`src/rtl/sync_pulse_gen.sv`:
```
// Multi-channel sync pulse generator: each trigger yields a pulse with programmable delay/length.
// Define SYNC_PULSE_GEN_INVERT_EN for active-low sync_out; the timing is the same in both builds.
module sync_pulse_gen #(
    parameter int NUM_CH     = 4,
    parameter int COUNT_BITS = 16
) (
    input  logic                         clock,
    input  logic                         reset_n,
    input  logic [NUM_CH-1:0]            trig,
    input  logic [NUM_CH*COUNT_BITS-1:0] delay,
    input  logic [NUM_CH*COUNT_BITS-1:0] length,
    input  logic                         retrig,
    output logic [NUM_CH-1:0]            sync_out,
    output logic [NUM_CH-1:0]            busy,
    output logic [NUM_CH-1:0]            done
);

`ifdef SYNC_PULSE_GEN_INVERT_EN
    localparam logic SYNC_IDLE_LVL = 1'b1;
`else
    localparam logic SYNC_IDLE_LVL = 1'b0;
`endif

    localparam logic [COUNT_BITS-1:0] CNT_ZERO = {COUNT_BITS{1'b0}};
    localparam logic [COUNT_BITS-1:0] CNT_ONE  = {{(COUNT_BITS-1){1'b0}}, 1'b1};

    typedef enum logic [1:0] {
        ST_IDLE  = 2'd0,
        ST_DELAY = 2'd1,
        ST_PULSE = 2'd2
    } state_t;

    state_t                  state_q [NUM_CH];
    state_t                  state_d [NUM_CH];
    logic [COUNT_BITS-1:0]   cnt_q   [NUM_CH];
    logic [COUNT_BITS-1:0]   cnt_d   [NUM_CH];
    logic [COUNT_BITS-1:0]   len_q   [NUM_CH];
    logic [COUNT_BITS-1:0]   len_d   [NUM_CH];
    logic [COUNT_BITS-1:0]   new_dly_s [NUM_CH];
    logic [COUNT_BITS-1:0]   new_len_s [NUM_CH];
    logic [NUM_CH-1:0]       last_s;
    logic [NUM_CH-1:0]       accept_s;
    logic [NUM_CH-1:0]       sync_q, sync_d;
    logic [NUM_CH-1:0]       busy_q, busy_d;
    logic [NUM_CH-1:0]       done_q, done_d;

    // Per-channel next-state, counter and registered-output computation
    always_comb begin
        last_s   = {NUM_CH{1'b0}};
        accept_s = {NUM_CH{1'b0}};
        sync_d   = {NUM_CH{SYNC_IDLE_LVL}};
        busy_d   = {NUM_CH{1'b0}};
        done_d   = {NUM_CH{1'b0}};
        for (int i = 0; i < NUM_CH; i++) begin
            state_d[i]   = state_q[i];
            cnt_d[i]     = cnt_q[i];
            len_d[i]     = len_q[i];
            new_dly_s[i] = delay[i*COUNT_BITS +: COUNT_BITS];
            new_len_s[i] = length[i*COUNT_BITS +: COUNT_BITS];

            // The final pulse cycle behaves like IDLE for triggers, whatever retrig says.
            last_s[i]   = (state_q[i] == ST_PULSE) && (cnt_q[i] == CNT_ZERO);
            accept_s[i] = trig[i] && ((state_q[i] == ST_IDLE) || last_s[i] || retrig);

            if (accept_s[i]) begin
                len_d[i] = new_len_s[i];
                if (new_len_s[i] == CNT_ZERO) begin
                    state_d[i] = ST_IDLE;
                    cnt_d[i]   = CNT_ZERO;
                end else if (new_dly_s[i] == CNT_ZERO) begin
                    state_d[i] = ST_PULSE;
                    cnt_d[i]   = new_len_s[i] - CNT_ONE;
                end else begin
                    state_d[i] = ST_DELAY;
                    cnt_d[i]   = new_dly_s[i] - CNT_ONE;
                end
            end else begin
                case (state_q[i])
                    ST_DELAY: begin
                        if (cnt_q[i] == CNT_ZERO) begin
                            state_d[i] = ST_PULSE;
                            cnt_d[i]   = len_q[i] - CNT_ONE;
                        end else begin
                            cnt_d[i] = cnt_q[i] - CNT_ONE;
                        end
                    end
                    ST_PULSE: begin
                        if (cnt_q[i] == CNT_ZERO) begin
                            state_d[i] = ST_IDLE;
                        end else begin
                            cnt_d[i] = cnt_q[i] - CNT_ONE;
                        end
                    end
                    default: begin
                        state_d[i] = ST_IDLE;
                        cnt_d[i]   = CNT_ZERO;
                    end
                endcase
            end

            done_d[i] = last_s[i];
            busy_d[i] = (state_d[i] != ST_IDLE);
            sync_d[i] = (state_d[i] == ST_PULSE) ? ~SYNC_IDLE_LVL : SYNC_IDLE_LVL;
        end
    end

    // State, counters, latched length and output registers with synchronous reset
    always_ff @(posedge clock) begin
        if (!reset_n) begin
            for (int i = 0; i < NUM_CH; i++) begin
                state_q[i] <= ST_IDLE;
                cnt_q[i]   <= CNT_ZERO;
                len_q[i]   <= CNT_ZERO;
            end
            sync_q <= {NUM_CH{SYNC_IDLE_LVL}};
            busy_q <= {NUM_CH{1'b0}};
            done_q <= {NUM_CH{1'b0}};
        end else begin
            for (int i = 0; i < NUM_CH; i++) begin
                state_q[i] <= state_d[i];
                cnt_q[i]   <= cnt_d[i];
                len_q[i]   <= len_d[i];
            end
            sync_q <= sync_d;
            busy_q <= busy_d;
            done_q <= done_d;
        end
    end

    assign sync_out = sync_q;
    assign busy     = busy_q;
    assign done     = done_q;

endmodule
```
`config.mk`:
```
export PLATFORM = sky130hd
export DESIGN_NAME = sync_pulse_gen
export DESIGN_NICKNAME = d
export VERILOG_FILES = /design/src/rtl/sync_pulse_gen.sv
export SDC_FILE = /design/constraint.sdc
export NUM_CORES = 1
export LEC_CHECK = 0
export ABC_AREA = 1
export CORE_UTILIZATION = 40
export DETAILED_ROUTE_END_ITERATION = 8
export SYNTH_ARGS = -nofsm -noshare
export SYNTH_HDL_FRONTEND = slang
export SYNTH_SLANG_ARGS = --single-unit
```
`constraint.sdc`:
```
create_clock -name clock -period 5.08 [get_ports clock]
set_input_delay 1.27 -clock clock [delete_from_list [all_inputs] [get_ports clock]]
set_output_delay 1.27 -clock clock [all_outputs]
set_load 0.005 [all_outputs]
```
==> qor.tcl, run 1 <==
set qor(netlist_instances) 2061
set qor(criticalPathCategory) {in2reg}
set qor(synth.avg_cell_area_um2) 5.960
set qor(power_switching_share) 0.3345
set qor(crit_reg_reg_startpoint) {cnt_q[3][0]}
set qor(number_of_synthesized_flops_with_an_enable_pin) 0
set qor(power.net_switching_mw) 1.197
set qor(core.rowCount) 63
set qor(floorplan.die.width_um) 177.2
set qor(place_hpwl_mm) 31.44
set qor(synthArstFlopShare) 0
set qor(worst-r2r-cell-count) 16
set qor(synth_largest_area_cell) {dfxtp_1}
set qor(floorplan.die_area_um2) 31420
set qor(drive_gt1_frac) 0.05974
set qor(grt_pass1_wl_mm) 62.18
set qor(seqPwrFrac) 0.361
set qor(die_h_um) 177.2
set qor(post_cts_hold_buffer_count) 0
set qor(detail_route.wl_per_cell_um) 14.85
set qor(area_contributors_post_synth) {dfxtp_1 (24%), nand2_1 (14%), inv_1 (9.0%)}
set qor(pwr-share-clk) 0.376
set qor(route.detailed.vias_per_inst) 5.106
set qor(num_io_pins) 147
set qor(critical_path.slowest_cell) {clkdlybuf4s50_1}
set qor(final_setup_skew_ns) 0.01345
set qor(ant_nets) 0
set qor(timing.final.hold_violations) 0
set qor(io_buffers) 146
set qor(comb_power_share) 0.264
set qor(maxSlewHeadroom) 0.4008
set qor(report.final.slew_viol_count) 0
set qor(post-cts-setup-buffer-count) 0
set qor(crit_path_max_fanout) 13
set qor(area.growth.synth_to_final_pct) 18.53
set qor(setup_viol) 0
set qor(grtUsageTotal) 0.2481
set qor(grt_overflow_total) 0
set qor(first_global_vias) 12490
set qor(timing.critical_path.cells) {clkdlybuf4s50_1, nor2_1, nand2_1, nor2_2, nand2_1, inv_1, a21oi_1, ha_1, nand3_1, nor2_1, nand3_1, nor2_1, nand2_1, nand2_1, nand3_1, a21oi_1}
set qor(worst_slew_pin_slew_ns) 0.8988
set qor(vdd_drop_max_mv) 0.2143
set qor(synth_most_common_cell) {nand2_1}
set qor(path_clk_slew_ns) 0.07
set qor(tritoncts_clock_tree) {built}
set qor(unrepaired_setup_endpoints_after_global_routing) {false}
set qor(synth_flop_cell) {dfxtp_1}
set qor(m1WireLength_mm) 18.02
set qor(post-route-period-util) 0.7082
set qor(post_synth_instance_area_um2) 12280
set qor(initialDrtViolationCount) 994
set qor(design_power_total_mw) 3.578
set qor(synth.ff_latch_count) 148
set qor(route.top_layer_used) {met4}
set qor(max_freq_mhz) 278.0
set qor(setup.worst_path.start) {delay[51]}
set qor(max-clock-path-buffers) 2
set qor(arr_time_crit_path_ns) 3.91
set qor(synth.yosys.warnings) 0
set qor(launching_element_type_of_the_critical_path) {input port}
set qor(sum_neg_setup_slack_ns) 0
set qor(place_congestion) 0.9286
set qor(period_needed_ns) 3.597
set qor(num_vias) 13190
set qor(r2r_slack_ns) 2.49
set qor(post_cts_resized) 0
set qor(antenna_cells_inserted) 0
set qor(dr_wl_met3_mm) 1.622
set qor(root_buffer) {clkbuf_16}
set qor(min-delay-path-class) {reg2reg}
set qor(max_stage_delay_ns) 0.42
set qor(timing.max_cap.violations) 0
set qor(tritoncts_buffers) 17
set qor(critical_r2r_capture) {busy[3]}
set qor(synth_sequential_area_ratio) 0.2412
set qor(grt_max_degree) 53
set qor(detailedRoute.firstPassIterationCount) 6
set qor(netlist.area_leader.share) 0.2412
set qor(aggregate_routed_wire_length_mm) 38.36
set qor(setup.worst_path.end_class) {flip-flop}
set qor(synth_nets) 2220
set qor(htree_num_levels) 4
set qor(clock_sinks) 148
set qor(ys_top_cells_by_count) {nand2_1 (445), inv_1 (295), nor2_1 (287), nand3_1 (193), a21oi_1 (178)}
set qor(core_region_area_um2) 29950
set qor(crit_path_frequent_cell) {nand2_1}
set qor(power.static_leakage_nw) 6.575
set qor(outcome) {finished clean}
set qor(initial_antenna_violation_count) 0
set qor(power_report.internal_total_mw) 2.381
set qor(nNetsFinal) 2339
set qor(worstSkewPairLatency_ns) 0.44
set qor(post_synthesis_cell_type_count) 43
set qor(cp.required_ns) 5.39
set qor(detailroute.wirelength.met2_mm) 18.07
set qor(start_util) 0.4101
set qor(cp-endpoint) {cnt_q[3][12]}
set qor(drc_errors) 0
set qor(powerDensity_nw_per_um2) 245.7
[power by group through the flow]
stage                     logic (mW)  registers (mW)  clock network [mW]
after detailed placement       0.934            1.32                   0
after floorplan                0.637            1.30                   0
after global routing            1.06            1.30                1.41
after CTS                      0.939            1.29                1.36
after global placement         0.928            1.32                   0
final                          0.943            1.29                1.34
[per-stage QoR]
step	instance area [um2]	hold slack, ns	util	setup WS, ns	instances
detailed placement	13940	0.4710	0.4655	1.062	2551
CTS	14560	0.4798	0.4861	1.522	2583
global route	14560	0.5071	0.4861	1.240	2583
floorplan	12280	0.4470	-	2.266	2061
finish	14560	0.4768	0.4861	1.483	2583
global placement	13940	0.4658	0.4655	1.163	2551
[worst min path at each step]
stage                             from           end  slack [ns]  cells past startpoint
final                     len_q[3][15]  len_q[3][15]        0.48                      2
after global placement    len_q[3][15]  len_q[3][15]        0.47                      2
after CTS                 len_q[3][15]  len_q[3][15]        0.48                      2
after floorplan           len_q[0][15]  len_q[0][15]        0.45                      2
after detailed placement  len_q[3][15]  len_q[3][15]        0.47                      2
after global routing       len_q[3][1]   len_q[3][1]        0.51                      2
[cell usage in the layout (no fill, tap or decap), types with 7 or more instances in the layout]
cell type,netlist,routed
dfxtp_1,148,148
o21ai_1,15,15
nor2_4,12,12
o21ai_0,143,143
nor2_1,287,287
nand2_2,19,19
inv_1,295,295
nand3_2,7,7
xor2_1,74,74
clkbuf_16,0,17
a31oi_1,12,12
nand3_1,193,193
xnor2_1,25,25
a21oi_1,178,178
inv_2,12,12
nor2_2,21,21
nand2_1,445,445
nor3_1,16,16
clkdlybuf4s50_1,0,145
nand4_1,24,24
ha_1,24,24
nor4_1,8,8
[cells by family after synthesis]
family | Yosys count | synth area share
AO/OA/AOI/OAI | 368 | 0.1556
XOR/XNOR | 99 | 0.07058
adder cells (fa/ha/maj) | 24 | 0.02445
buffers and inverters | 358 | 0.1199
flip-flops | 148 | 0.2412
AND/OR/NAND/NOR | 1064 | 0.3883
[critical path, delay by kind of cell]
| family | cells | cell delay (ns) |
|---|---|---|
| fa+ha+maj | 1 | 0.24 |
| simple gates | 11 | 1.51 |
| compound gates | 2 | 0.19 |
| buf+inv | 2 | 0.69 |
[area by class of cell]
cell class                      instances  area [um2]
Tap cell                              390       488.0
Clock inverter                         13       173.9
Timing Repair Buffer                  150        1486
Sequential cell                       148        2963
Clock buffer                           19       442.9
Multi-Input combinational cell       1555        7849
Inverter                              308        1157
Fill cell                            3193       15390
[state kept, by name, indices dropped and copies added, names as in the netlist]
name and flops:
busy 4, sync_out 4, state_q 8, len_q 64, cnt_q 64, done 4
[layer usage]
layer	up-vias	track usage
met5	-	0
met4	0	0.05675
met3	46	0.02857
met2	318	0.4212
met1	5990	0.3329
li1	6835	-
Note: power is estimated with default switching activity, not from simulation.
==> run 2, diff against run 1 <==
Clock period 5.08 ns to 3.1 ns, I/O delays scaled along.
==> run 2 against run 1 <==
Net effect: combinational power is 65% higher; flip-flop and latch count unchanged; total power up 60%; critical endpoint unchanged; sequential power rose by 64%; via count grew 0.15%; highest routed layer unchanged; critical path depth unchanged; utilization grew 0.39 points; non-clock buffer count grew 22.
==> qor.tcl, run 2 (synthesis results as in run 1) <==
set qor(outcome) {finished clean} ;# unchanged
set qor(maxSlewHeadroom) 0.4887 ;# was 0.4008
set qor(initial_antenna_violation_count) 0 ;# unchanged
set qor(powerDensity_nw_per_um2) 390.0 ;# was 245.7 nW/um2
set qor(grt_pass1_wl_mm) 61.43 ;# was 62.18 mm
set qor(m1WireLength_mm) 17.87 ;# was 18.02 mm
set qor(aggregate_routed_wire_length_mm) 38.28 ;# was 38.36 mm
set qor(grtUsageTotal) 0.2461 ;# was 0.2481
set qor(route.detailed.vias_per_inst) 5.073 ;# was 5.106
set qor(place_congestion) 0.9063 ;# was 0.9286
set qor(num_io_pins) 147 ;# unchanged
set qor(path_clk_slew_ns) 0.06 ;# was 0.07 ns
set qor(core_region_area_um2) 29950 ;# unchanged
set qor(postLayoutCoreUtil) 0.4900 ;# was 0.4861
set qor(antenna_cells_inserted) 0 ;# unchanged
set qor(crit_reg_reg_startpoint) {cnt_q[0][0]} ;# was cnt_q[3][0]
set qor(tritoncts_buffers) 17 ;# unchanged
set qor(max-clock-path-buffers) 2 ;# unchanged
set qor(start_util) 0.4101 ;# unchanged
set qor(io_buffers) 146 ;# unchanged
set qor(hold_path_startpoint) {len_q[3][1]} ;# was len_q[3][15]
set qor(max_freq_mhz) 374.7
set qor(dr_wl_met3_mm) 1.790 ;# was 1.622 mm
set qor(root_buffer) {clkbuf_16} ;# unchanged
set qor(core.rowCount) 63 ;# unchanged
set qor(biggestRegsByFlops) {cnt_q x64, len_q x64, state_q x8} ;# unchanged
set qor(period_needed_ns) 2.669
set qor(route.top_layer_used) {met4} ;# unchanged
set qor(area.growth.synth_to_final_pct) 19.48 ;# was 18.53%
set qor(setup.worst_path.end_class) {flip-flop} ;# unchanged
set qor(floorplan.die.width_um) 177.2 ;# unchanged
set qor(cp.required_ns) 3.45 ;# was 5.39 ns
set qor(setup.worst_path.start) {delay[59]} ;# was delay[51]
set qor(clock_sinks) 148 ;# unchanged
set qor(first_global_vias) 12440 ;# was 12490
set qor(initialDrtViolationCount) 1023 ;# was 994
set qor(crit_path_max_fanout) 4 ;# was 13
set qor(vdd_drop_max_mv) 0.3569 ;# was 0.2143 mV
set qor(final_common_cell) {nand2_1} ;# unchanged
set qor(mostFrequentLayoutCells) {nand2_1 (445), inv_1 (295), nor2_1 (287)} ;# unchanged
set qor(die_h_um) 177.2 ;# unchanged
set qor(grt_max_degree) 37 ;# was 53
set qor(final_setup_skew_ns) 0.01411 ;# was 0.01345 ns
set qor(drive_gt1_frac) 0.06775 ;# was 0.05974
set qor(post-cts-setup-buffer-count) 0 ;# unchanged
set qor(timing.final.hold_violations) 0 ;# unchanged
set qor(drc_errors) 0 ;# unchanged
set qor(setup_viol) 0 ;# unchanged
set qor(report.final.slew_viol_count) 0 ;# unchanged
set qor(post_cts_resized) 0 ;# unchanged
set qor(place_hpwl_mm) 31.25 ;# was 31.44 mm
set qor(timing.max_cap.violations) 0 ;# unchanged
set qor(detailedRoute.firstPassIterationCount) 6 ;# unchanged
set qor(grt_overflow_total) 0 ;# unchanged
set qor(floorplan.die_area_um2) 31420 ;# unchanged
set qor(nNetsFinal) 2361 ;# was 2339
set qor(post_cts_hold_buffer_count) 0 ;# unchanged
set qor(detail_route.wl_per_cell_um) 14.70 ;# was 14.85 um
set qor(post-route-period-util) 0.8609
set qor(htree_num_levels) 4 ;# unchanged
set qor(arr_time_crit_path_ns) 3.02 ;# was 3.91 ns
set qor(min-delay-path-class) {reg2reg} ;# unchanged
set qor(detailroute.wirelength.met2_mm) 17.69 ;# was 18.07 mm
set qor(criticalPathCategory) {in2reg} ;# unchanged
set qor(tritoncts_clock_tree) {built} ;# unchanged
set qor(fin_worst_hold_slack_ns) 0.4875 ;# was 0.4768 ns
set qor(launching_element_type_of_the_critical_path) {input port} ;# unchanged
set qor(worst_slew_pin_slew_ns) 0.7618 ;# was 0.8988 ns
set qor(num_vias) 13210 ;# was 13190
set qor(unrepaired_setup_endpoints_after_global_routing) {false} ;# unchanged
set qor(ant_nets) 0 ;# unchanged
set qor(power.static_leakage_nw) 6.668 ;# was 6.575 nW
set qor(worstSkewPairLatency_ns) 0.44 ;# about the same
[run 2: worst max-delay path, cell delays in order]
cell,delay [ns]
clkdlybuf4s50_1,0.50
nor2_1,0.06
nand2_1,0.08
nor2_2,0.04
nand2_1,0.11
inv_1,0.07
a21oi_1,0.21
ha_1,0.26
nand3_1,0.10
nor2_1,0.13
nand3_1,0.14
nor2_1,0.23
nand2_1,0.08
nand2_1,0.06
nand3_1,0.06
a21oi_1,0.13
[run 2: power by group]
group	total [mW]	internal (mW)	switching, mW
Sequential	2.11	2.02	0.0982
Combinational	1.56	0.593	0.966
Clock	2.05	1.22	0.832
[run 2: area by class of cell]
class,instances,area (um2)
fill,3197,15280
multi-input combinational,1555,7849
sequential,148,2963
timing repair buffer,172,1652
inverter,308,1157
tap,390,488.0
clock buffer,22,464.2
clock inverter,9,105.1
[run 2: per-stage QoR]
| stage | instances | setup WS (ns) | TNS [ns] | cell area (um2) | power, mW |
|---|---|---|---|---|---|
| floorplan | 2061 | 0.7814 | 0 | 12280 | 3.171 |
| global placement | 2573 | 0.09794 | 0 | 14110 | 3.684 |
| detailed placement | 2573 | -0.001222 | -0.001222 | 14110 | 3.693 |
| CTS | 2604 | 0.4521 | 0 | 14680 | 5.745 |
| global route | 2604 | 0.1796 | 0 | 14680 | 6.039 |
| finish | 2604 | 0.4313 | 0 | 14680 | 5.724 |
[run 2: path summary, 6_finish.rpt]
| check | slack (ns) | cells after the start | to |
|---|---|---|---|
| worst max-delay path | 0.43 | 16 | cnt_q[3][12] |
| worst max register to register | 0.70 | 11 | cnt_q[0][15] |
| worst min register to register | 0.49 | 2 | len_q[3][1] |
| worst min-delay path | 0.49 | 2 | len_q[3][1] |
[run 2: metal layers]
| metal | up-vias | global-route usage |
|---|---|---|
| met4 | 0 | 0.08405 |
| met1 | 5912 | 0.3260 |
| li1 | 6878 | - |
| met5 | - | 0 |
| met3 | 63 | 0.03458 |
| met2 | 356 | 0.4056 |
